## src/rtl/protocore_pkg.sv

```systemverilog
// Shared ProtoCore register-file constants and data/address types.
package protocore_pkg;

    localparam int unsigned REG_DATA_W = 8;
    localparam int unsigned REG_ADDR_W = 4;
    localparam int unsigned REG_DEPTH  = 16;

    typedef logic [REG_ADDR_W-1:0] reg_addr_t;
    typedef logic [REG_DATA_W-1:0] reg_data_t;

endpackage

```

## src/rtl/reg_file.sv

```systemverilog
// ProtoCore general-purpose register file: two combinational read ports,
// one synchronous write port, asynchronous active-high clear.
module reg_file
    import protocore_pkg::*;
#(
    parameter int unsigned DATA_W = REG_DATA_W,
    parameter int unsigned ADDR_W = REG_ADDR_W,
    parameter int unsigned DEPTH  = REG_DEPTH
) (
    input  logic              clk,
    input  logic              rst,
    input  logic [ADDR_W-1:0] ra,
    input  logic [ADDR_W-1:0] rb,
    input  logic [ADDR_W-1:0] wa,
    input  logic [DATA_W-1:0] wd,
    input  logic              we,
    output logic [DATA_W-1:0] read_a,
    output logic [DATA_W-1:0] read_b
);

    // Every address must map to a register, so no range check on the ports.
    if (DEPTH != (32'd1 << ADDR_W)) begin : g_depth_check
        $error("reg_file: DEPTH must equal 2**ADDR_W");
    end

    logic [DATA_W-1:0] mem [DEPTH];

    // Reset dominates any write in the same cycle; r0 is an ordinary register.
    always_ff @(posedge clk or posedge rst) begin
        if (rst) begin
            for (int unsigned i = 0; i < DEPTH; i++) begin
                mem[i] <= '0;
            end
        end else if (we) begin
            mem[wa] <= wd;
        end
    end

    // No write-through: a read of wa shows the old value until the edge.
    assign read_a = mem[ra];
    assign read_b = mem[rb];

    // A committed write must be visible on the following cycle.
    a_write_lands: assert property (
        @(posedge clk) disable iff (rst)
        we |=> (mem[$past(wa)] == $past(wd))
    );

endmodule

```

## config.mk

```make
export PLATFORM = sky130hd
export DESIGN_NAME = reg_file
export DESIGN_NICKNAME = d
export VERILOG_FILES = /design/src/rtl/protocore_pkg.sv /design/src/rtl/reg_file.sv
export SDC_FILE = /design/constraint.sdc
export NUM_CORES = 1
export LEC_CHECK = 0
export ABC_AREA = 0
export BUFFER_PORTS_ARGS = -buffer_cell sky130_fd_sc_hd__buf_2
export CAP_MARGIN = 20
export CORE_MARGIN = 2
export CORE_UTILIZATION = 55
export DETAILED_ROUTE_END_ITERATION = 10
export PLACE_DENSITY = 0.82
export SLEW_MARGIN = 15
export SYNTH_ARGS = -nofsm -noshare
export SYNTH_HDL_FRONTEND = slang
export SYNTH_SLANG_ARGS = --single-unit
```

## constraint.sdc

```tcl
create_clock -name clk -period 3.85 [get_ports clk]
set_clock_uncertainty 0.05 [all_clocks]
set_input_delay 0.5775 -clock clk [delete_from_list [all_inputs] [get_ports clk]]
set_output_delay 0.5775 -clock clk [all_outputs]
set_load 0.01 [all_outputs]
```

Yosys cells after proc, flatten, opt, wreduce, memory -nomap -nowiden
Cells that the tools add are included.
{"block": "totals", "ff_bits": 128, "input_bits": 23, "output_inout_bits": 16, "word_cells": 33}
{"block": "op_classes", "magnitude_cmp": 4, "mux": 9, "n_bitwise": 3, "reduce_logical": 1}
{"cell": "128-bit bitwise mux", "count": 1}
{"cell": "8-bit binary-select mux with 4-bit select", "count": 2}
{"cell": "8-bit two-way mux", "count": 5}
{"cell": "8-bit demux with 4-bit select", "count": 1}
{"cell": "5-bit >= comparator (second input constant)", "count": 3}
{"cell": "4-bit NOT with 5-bit output", "count": 3}
{"cell": "5-bit by 1-bit less-than comparator with 1-bit output (second input constant)", "count": 1}
{"cell": "1-bit logical AND", "count": 1}

Longest topological paths before layout
{"block": "logic_depth", "ltp_word": 6, "mapped_depth": 5, "depth_no_buf": 3}

Worst setup path before layout
Ideal clock, no wire load.
{"block": "synth_timing", "path_kind": "input -> output", "startpoint": "input ra[0]", "endpoint": "output read_a[1]", "arrival_time_ps": 1819, "required_ps": 3222, "slack_ps": 1403, "stages": 5, "n_path_buf": 2, "path_cell_list": "buf_2 -> buf_2 -> mux4_2 -> a22oi_1 -> nand2_1"}
{"block": "synth_between", "elab_chain_cells": 4}
{"item": "start, declared", "line": "reg_file.sv:12", "text": "input logic [ADDR_W-1:0] ra,"}
{"item": "4-bit NOT with 5-bit output (implied by the code)", "line": "reg_file.sv:40", "text": "assign read_a = mem[ra];"}
{"item": "8-bit binary-select mux with 4-bit select", "line": "reg_file.sv:40"}
{"item": "8-bit two-way mux (implied by the code) (2 in series)", "line": "reg_file.sv:40"}
{"item": "end, declared", "line": "reg_file.sv:17", "text": "output logic [DATA_W-1:0] read_a,"}
Every way passes these cells. The select of a mux whose other input is x is not followed.

Worst setup path after layout
{"block": "layout_timing", "startpoint": "input ra[0]", "endpoint": "output read_a[7]"}
The elaborated chain is that of the path after synthesis.

==> reports/results.ini <==
[detailed_routing]
first_pass_iters=4
wl_per_cell_um=26.9
viasPerCell=6.93
vias=4349
drtIter0Drc=328
drc=0
ant_nets=0
routed_wirelength_um=16900

[clocking]
numCtsBuffers=17
postCtsSetupRepairBufs=0
cts-resized-gates=0
cts_buffer_depth=2
cts_tree=done
clk_pin_slew_worst_paths_ns=0.06
htree_levels=4
clkLatencyLatePin_ns=0.42
cts_hold_buf=0
cts.sinks=128
clockRootBuffer=clkbuf_16

[final_layout]
regMostFlops=mem
largest_reg_flops=128
area_growth_pct=13.9
top_regs=mem (128)
nets=491
diodes=0
final_cell_mix=128 x mux2_2, 128 x dfrtp_1, 64 x mux4_2
layout-drive-gt1-share_pct=57.8

[logic_synthesis]
synth_edf_count=0
postSynthCellCount=438
syn_area_um2=6760
synthFlopType=dfrtp_1
synth_area_per_cell_um2=15.4
synth.area.top_cells=dfrtp_1 47%, mux2_2 21%, mux4_2 21%
synthArstFlopShare_pct=100
ys_types=22
ys_seq_elements=128
yosys.area.top_type=dfrtp_1
synth_top_cell_area_share_pct=47.4
synth_fp_nets=461
yosysWarnings=0
yosysSeqAreaShare_pct=47.4

[global_routing]
grt_overflow=0
grt_usage_pct=28.2
grt_max_degree=98
antenna_found_initial=1
grt_pass1_wl_um=26900
grt_pass1_vias=4603

[critical_path]
critPathLaunchType=input pin
critPathMaxFanout=32
critPathCaptureType=primary output
worstPathArrival_ns=2.21
crit_required_ns=3.22
critPathKind=in -> out

[sta]
tns_ns=0
max_slew_margin_pct=35.3
setup_violations=0
hold_viol=0
rsz0062_at_grt=no
max_freq_mhz=352
worstMarginPinSlew_ns=0.967
period_needed_ns=2.84
fin_crit_sh_pct=73.8
slew_violations=0

[place]
gp_congestion=0.867
port_buffers=38
dp_hpwl_um=10600

[die]
die-area_um2=13200
ios=39
rows=40
coreArea_um2=12000
initial_utilization_pct=56.3
die_w_um=115
dieHeight_um=115

[job]
drv_cap=0

[power_and_ir_drop]
p_leak_uw=0.00324
power.density_nw_per_um2=586
ir_drop_mv=0.384
p_total_uw=4510

[run_status]
status=complete, no violations

[worst_hold_path]
hp-class=in -> async

## synth_stat cells, types with 3 or more instances
library cell / number
buf_1: 4
mux4_2: 64
nor2_1: 3
dfrtp_1: 128
nand2_1: 19
buf_2: 15
a22oi_1: 32
nor2b_1: 5
nor3_2: 3
nand3_1: 4
nor2_2: 4
mux2_2: 128
clkbuf_1: 16
## area by class of cell
class	count	area, µm²
repair buffers	46	288
well taps	147	184
clock inverters	10	133
clock buffers	22	484
fillers	846	4310
inverters	1	7.51
multi-input cells	274	3400
flip-flops and latches	128	3200
## routing by layer
layer	GRT usage, %	share of wire (%)	vias up
met3	7.54	7.7	47
li1	-	-	1784
met1	35.6	38	2296
met2	46.2	52	220
met4	12.4	2.8	2
met5	0	0.077	-
## critical path, cell delays in order
cell and delay [ns]:
buf_2 0.10, buf_12 0.25, mux4_2 0.57, a22oi_1 0.36
nand2_1 0.14, buf_2 0.16
## kinds of logic (layout without fill, tap and decap cells)
logic type / after synthesis / after routing / share of synthesized area, %
multiplexers: 192 / 192 / 42.7
flip-flops: 128 / 128 / 47.4
AND/OR/NAND/NOR: 50 / 50 / 4.13
buffers and inverters: 36 / 79 / 2.28
AO/OA/AOI/OAI: 32 / 32 / 3.55
## final timing paths
path                                 startpoint                    to  slack (ns)  cells past startpoint
setup / recovery                          ra[0]             read_a[7]        1.01                      6
hold / removal                              rst   mem[47]$_DFFE_PP0P_        0.23                      2
setup reg to reg            mem[68]$_DFFE_PP0P_   mem[68]$_DFFE_PP0P_        2.99                      1
hold reg to reg            mem[109]$_DFFE_PP0P_  mem[109]$_DFFE_PP0P_        0.47                      1
max in group asynchronous                   rst  mem[121]$_DFFE_PP0P_        2.59                      3
min in group clk           mem[109]$_DFFE_PP0P_  mem[109]$_DFFE_PP0P_        0.47                      1
## stage by stage
| stage | util [%] | area (µm²) | setup WS, ns | hold WS [ns] | std cells |
|---|---|---|---|---|---|
| floorplan | - | 6760 | 1.40 | 0.441 | 438 |
| global placement | 59.0 | 7080 | 1.10 | 0.450 | 596 |
| detailed placement | 59.0 | 7080 | 1.08 | 0.460 | 596 |
| CTS | 64.1 | 7700 | 1.05 | 0.235 | 628 |
| global route | 64.1 | 7700 | 0.957 | 0.287 | 628 |
| finish | 64.1 | 7700 | 1.01 | 0.230 | 628 |
## power by group
group | total (µW) | switching [µW] | leakage [µW] | internal, µW
Clock | 1660 | 576 | 0.000298 | 1080
Combinational | 951 | 363 | 0.00137 | 588
Sequential | 1910 | 243 | 0.00157 | 1660
Total | 4510 | 1180 | 0.00324 | 3330
Note: power is estimated with default switching activity, not from simulation.
